$ cat src/rtl/serial_adder_ctrl.sv
// Bit-serial add sequencer driving one external full-adder cell, LSB first.
// Holds the ripple carry in a flip-flop and assembles the sum in a shift register.
module serial_adder_ctrl #(
  parameter int WIDTH = 8
) (
  input  logic             clk,
  input  logic             rst,
  input  logic             start,
  input  logic [WIDTH-1:0] a,
  input  logic [WIDTH-1:0] b,
  input  logic             cin,
  output logic             fa_a,
  output logic             fa_b,
  output logic             fa_ci,
  input  logic             fa_s,
  input  logic             fa_co,
  output logic             busy,
  output logic             done,
  output logic [WIDTH-1:0] sum,
  output logic             cout,
  output logic             ovf
);

  localparam int CW = (WIDTH > 2) ? $clog2(WIDTH) : 1;

  typedef enum logic [1:0] {
    IDLE,
    RUN,
    DONE
  } state_t;

  state_t           state;
  logic [WIDTH-1:0] a_sh;
  logic [WIDTH-1:0] b_sh;
  logic [WIDTH-1:0] s_sh;
  logic             carry;
  logic [CW-1:0]    cnt;
  logic             last_bit;

  assign last_bit = (cnt == CW'(WIDTH - 1));

  // The cell only sees live operand bits while running; it is held at zero otherwise.
  assign fa_a  = (state == RUN) & a_sh[0];
  assign fa_b  = (state == RUN) & b_sh[0];
  assign fa_ci = (state == RUN) & carry;

  always_ff @(posedge clk or posedge rst) begin
    if (rst) begin
      state <= IDLE;
      a_sh  <= '0;
      b_sh  <= '0;
      s_sh  <= '0;
      carry <= 1'b0;
      cnt   <= '0;
      busy  <= 1'b0;
      done  <= 1'b0;
      sum   <= '0;
      cout  <= 1'b0;
      ovf   <= 1'b0;
    end else begin
      case (state)
        IDLE: begin
          done <= 1'b0;
          if (start) begin
            a_sh  <= a;
            b_sh  <= b;
            carry <= cin;
            cnt   <= '0;
            busy  <= 1'b1;
            state <= RUN;
          end
        end
        RUN: begin
          s_sh  <= {fa_s, s_sh[WIDTH-1:1]};
          carry <= fa_co;
          a_sh  <= a_sh >> 1;
          b_sh  <= b_sh >> 1;
          cnt   <= cnt + CW'(1);
          // On the MSB cycle the carry register still holds the carry into the MSB.
          if (last_bit) begin
            sum   <= {fa_s, s_sh[WIDTH-1:1]};
            cout  <= fa_co;
            ovf   <= carry ^ fa_co;
            busy  <= 1'b0;
            done  <= 1'b1;
            state <= DONE;
          end
        end
        DONE: begin
          done  <= 1'b0;
          state <= IDLE;
        end
        default: begin
          busy  <= 1'b0;
          done  <= 1'b0;
          state <= IDLE;
        end
      endcase
    end
  end

endmodule

$ cat config.mk
export PLATFORM = sky130hd
export DESIGN_NAME = serial_adder_ctrl
export DESIGN_NICKNAME = d
export VERILOG_FILES = /design/src/rtl/serial_adder_ctrl.sv
export SDC_FILE = /design/constraint.sdc
export NUM_CORES = 1
export LEC_CHECK = 0
export CAP_MARGIN = 20
export CORE_MARGIN = 5
export CORE_UTILIZATION = 46
export DETAILED_ROUTE_END_ITERATION = 6
export PLACE_DENSITY_LB_ADDON = 0.2
export SKIP_CTS_REPAIR_TIMING = 1
export SLEW_MARGIN = 20
export SYNTH_ARGS = -nofsm -noshare
export SYNTH_HDL_FRONTEND = slang
export SYNTH_SLANG_ARGS = --single-unit
$ cat constraint.sdc
create_clock -name clk -period 1.6 [get_ports clk]
set_input_delay 0.32 -clock clk [delete_from_list [all_inputs] [get_ports clk]]
set_output_delay 0.32 -clock clk [all_outputs]
set_load 0.01 [all_outputs]
[Yosys cells after proc, flatten, opt, wreduce, memory -nomap -nowiden]
Cells that the tools add are included.
Operators by class
  add/sub/neg operators: 1
  equal/unequal tests: 5
  mux-type cells: 16
  bitwise gates (word level): 5
  reductions and logical operators: 6
Operators by type and width (number)
  case mux 8 bit (2 select lines): 2
  two-way mux 8 bit: 2
  case mux 3 bit (2 select lines): 1
  AND reduction 2 bit: 3
  two-way mux 1 bit: 5
  two-way mux 2 bit: 2
  != test 2 bit (second input constant): 2
  case mux 2 bit (2 select lines): 1
  adder 3 x 1 -> 3 bit (second input constant): 1
  bitwise AND 1 bit: 3
  equality test 3 bit (second input constant): 1
  two-way mux 3 bit: 1
  case mux 1 bit (3 select lines): 1
  AND reduction 3 bit: 1
  equality test 2 x 1 -> 1 bit (second input constant): 1
  equality test 2 bit (second input constant): 1
  zero test 2 bit: 1
  case mux 1 bit (2 select lines): 1
  nonzero test 2 bit: 1
  NOT 1 bit: 1
  bitwise XOR 1 bit: 1
Word-level totals
  register bits after elaboration: 42
  output and inout bits: 15

[Longest topological paths before layout]
  depth in word-level cells: 3
  depth in mapped cells: 6

[Worst setup path after synthesis]
OpenSTA, ideal clock, no wires.
  kind: flip-flop to flip-flop
  start: register cnt[0]
  end: register sum[0]
  arrival: 1410 ps
  data required time: 1475 ps
  slack: 65 ps
  stages on the path, launching flop included: 6
  cells stage by stage: dfrtp_1 > ha_1 > ha_1 > nand3b_4 > buf_2 > mux2_2
On the way
  cells in the longest elaborated chain, start to end: 2
RTL lines
  from (decl): RTL line 37  | logic [CW-1:0] cnt;
  from (signal assigned): RTL line 78  | cnt <= cnt + CW'(1);
  equality test 3 bit: RTL line 40  | assign last_bit = (cnt == CW'(WIDTH - 1));
  AND reduction 2 bit (no line)
  to (signal assigned): RTL line 81  | sum <= {fa_s, s_sh[WIDTH-1:1]};
  to (decl): RTL line 19  | output logic [WIDTH-1:0] sum,
No other way between the ends.
A chain may end at the register's enable or synchronous reset.

[Final worst setup path]
  start: register ovf
  end: output port ovf
RTL lines
  from (decl): RTL line 21  | output logic ovf
  from (signal assigned): RTL line 83  | ovf <= carry ^ fa_co;
No word-level cell between the ends.

==> summary.md <==
| Metric | Value |
|---|---|
| Outcome | finished, final reports clean |
| Syn_area_per_cell | 12.4 um^2 |
| Internal | 2.96 mW |
| Post-synthesis simple-gate area fraction | 10.3% |
| Commonest non-fill, non-tap cell in the layout | dfrtp_1 |
| Starting DRT DRC Count | 68 |
| Period utilization | 95.1% |
| ANT cells | 0 |
| CP endpoint kind | primary output |
| Global route overflow | 0 |
| H-tree depth | 2 |
| R2r setup slk | 0.09 ns |
| Leakage | 1.06 nW |
| Via count | 1284 |
| Starting Density | a little under half |
| CP required | 1.28 ns |
| Mux share of post-synthesis cell area | ~10% |
| Full die area | 5370 um^2 |
| RD Place Congestion | 0.761 |
| CP peak stage delay | roughly 0.55 ns |
| FF-to-FF path depth | 4 |
| Synth warn | 0 |
| IO Port Bufs | 36 |
| FF-to-FF End | sum[1] |
| XOR/XNOR Fraction of Synth Area | 0.475% |
| Die width | 73.3 um |
| DRC violation count after routing | 0 |
| Crit-path cells | clkdlybuf4s50_1 |
| Die Ht | 73.3 um |
| Number of library cell types mapped by synthesis | 26 |
| Final Core Density | 59.9% |
| DRT Pass-1 Iters | 4 |
| Fraction of layout cells with a size suffix above 1 | between 20 and 25% |
| Adder-Cell Fraction of Synth Area | 1.36% |
| Max IR drop VDD | 0.809 mV |
| Post-synthesis net count | 173 |
| Cell area after synthesis | 1840 um^2 |
| Power Total | 4.41 mW |
| TritonCTS Sinks | 41 |
| Max FO, Critical Path | 2 |
| # rows | 23 |
| Achievable Freq | 657 MHz |
| Reg2reg start | cnt[0] |
| Synth Area in Compound Gates | 15.4% |
| Final Hold Vio Count | 0 |
| Clock skew | 0.00689 ns |
| RSZ-0062 raised after global routing | false |
| I/O pin cnt | 37 |
| Psw | 1.46 mW |
| Area grow syn2layout | 28.2% |
| Detail Placement HPWL | 2550 um |
| Most frequent cells in the layout | 41 x dfrtp_1, 32 x clkdlybuf4s50_1, 14 x mux2_2 |
| WL final | 3540 um |
| Largest net degree at the start of global routing | 42 |
| Combinational share of power | between 40% and 50% |
| CP arrival | ~1.2 ns |
| GRT Resource Usage Total | 14.5% |
| Nets@finish | 212 |
| Hold/Removal Path Class | input port to async pin |
| Setup violators final | 0 |
| Post-Syn Instances | approximately 150 |
| Critical path's slowest cell | clkdlybuf4s50_1 |
| Vias in the first global route | ~1300 |
| Count of pins over their slew limit | 0 |
| Switching Share | 33.0% |
| Initial antenna violation count | 0 |
| Final min period | 1.52 ns |
| Reg clk slew, reported paths | about 0.08 ns |
| Crit path kind | register to primary output |
| Max-Cap Viols | 0 |
| Main combinational cell family by area after synthesis | compound AO/OA/AOI/OAI gates |
| Drt wl/cell | 14.8 um |
| Antenna-violating nets left | 0 |
| Delay-heaviest family, CP | buffers and inverters |
| Sequential element share of the synthesized area | 55.7% |
| Core ar. | a little under 4000 um^2 |
| Part of the power in registers | approximately two fifths |
| Slew @ Worst Pin | 0.380 ns |
| FF+latch count, synth | 41 |
| Skew-Pair Late Insertion Delay | ~0.29 ns |
| PD cells | between 1500 and 2000 nW/um^2 |
| Slew HR | around three quarters |
| First-pass GRT wire length | approximately 6000 um |
| Crit path launch type | register |
| Clock power share | 15.0% |
| Vias/cell | 5.37 |
| Max Root-Sink Buffers | 2 |
| Worst Path Buf+Inv | 1 |
| TritonCTS Buffers | 5 |
| Root Driver | clkbuf_8 |
| CTS tree | yes |
[per-stage QoR]
stage	hold slack, ns	worst slack (ns)	cell area (um^2)	setup TNS, ns	cells
5_1_grt	0.415	0.0232	2360	0	239
3_5_place_dp	0.472	-0.0944	2250	-0.694	231
2_1_floorplan	0.453	0.0648	1840	0	149
3_3_place_gp	0.468	-0.0626	2250	-0.442	231
6_report	0.375	0.0778	2360	0	239
4_1_cts	0.382	-0.395	2340	-1.16	239
[cells in the mapped netlist]
| master | n | share of area (%) |
|---|---|---|
| o21bai_1 | 1 | 0.41 |
| a22o_1 | 4 | 1.9 |
| nand3b_4 | 1 | 1.1 |
| nand2_1 | 2 | 0.41 |
| a21oi_1 | 2 | 0.54 |
| mux2_4 | 2 | 1.6 |
| buf_6 | 3 | 1.8 |
| nand3b_1 | 6 | 2.4 |
| nor2_2 | 2 | 0.68 |
| nand2b_4 | 1 | 0.75 |
| and2_1 | 3 | 1.0 |
| o221a_2 | 6 | 3.7 |
| o21a_1 | 9 | 3.7 |
| dfrtp_1 | 41 | 56 |
| clkbuf_1 | 1 | 0.20 |
| inv_1 | 12 | 2.4 |
| xnor2_1 | 1 | 0.48 |
| buf_2 | 5 | 1.4 |
| buf_4 | 2 | 0.81 |
| a21o_1 | 1 | 0.41 |
| nor2_1 | 14 | 2.9 |
| o21ai_0 | 2 | 0.54 |
| a32oi_1 | 9 | 4.3 |
| mux2_2 | 14 | 8.6 |
| nand2b_1 | 3 | 1.0 |
| ha_1 | 2 | 1.4 |
[worst max path at each step]
stage	from	end	slack, ns	depth (start not counted)
after floorplan	cnt[0]	sum[0]	0.06	5
after global placement	start	b_sh[0]	-0.06	4
after detailed placement	start	b_sh[4]	-0.09	4
after CTS	state[0]	fa_a	-0.39	4
after global routing	ovf	ovf	0.02	1
final	ovf	ovf	0.08	1
[final cells by class]
cell class	count	area, um^2
multi-input cells	85	707
flip-flops and latches	41	1030
well taps	50	62.6
inverters	12	45.0
clock inverters	3	17.5
repair buffers	43	435
fillers	310	1580
clock buffers	5	68.8
[registers in the layout, indices dropped and copies added (netlist names)]
register and flops:
b_sh 8, state 2, busy 1, sum 8
cnt 3, carry 1, done 1, ovf 1
s_sh 7, cout 1, a_sh 8
[per-layer routing]
| layer | global-route usage, % | part of all wire (%) | vias up |
|---|---|---|---|
| met4 | 4.83 | 1.4 | 0 |
| met2 | 25.1 | 50 | 27 |
| met5 | 0 | 0 | - |
| li1 | - | - | 601 |
| met1 | 17.0 | 44 | 650 |
| met3 | 4.51 | 4.7 | 6 |
[worst register-to-register path, delay by kind of cell (launching register included)]
family | cells | cell delay [ns]
adders and majority gates | 2 | 0.45
DFF | 1 | 0.40
muxes | 1 | 0.36
and+or+nand+nor | 1 | 0.20
[cells by family after synthesis]
| kind of cell | after synthesis |
|---|---|
| AO/OA/AOI/OAI | 34 |
| XOR/XNOR | 1 |
| adder cells (fa/ha/maj) | 2 |
| buffers and inverters | 23 |
| flip-flops | 41 |
| multiplexers | 16 |
| AND/OR/NAND/NOR | 32 |
[power groups by stage]
stage	clock network, mW	registers, mW	logic (mW)
finish	0.663	1.81	1.94
global route	0.726	1.88	2.12
CTS	0.685	1.82	1.97
detailed placement	0	1.83	1.97
global placement	0	1.80	1.89
floorplan	0	1.83	1.26
Power figures use the tool's default switching activity.
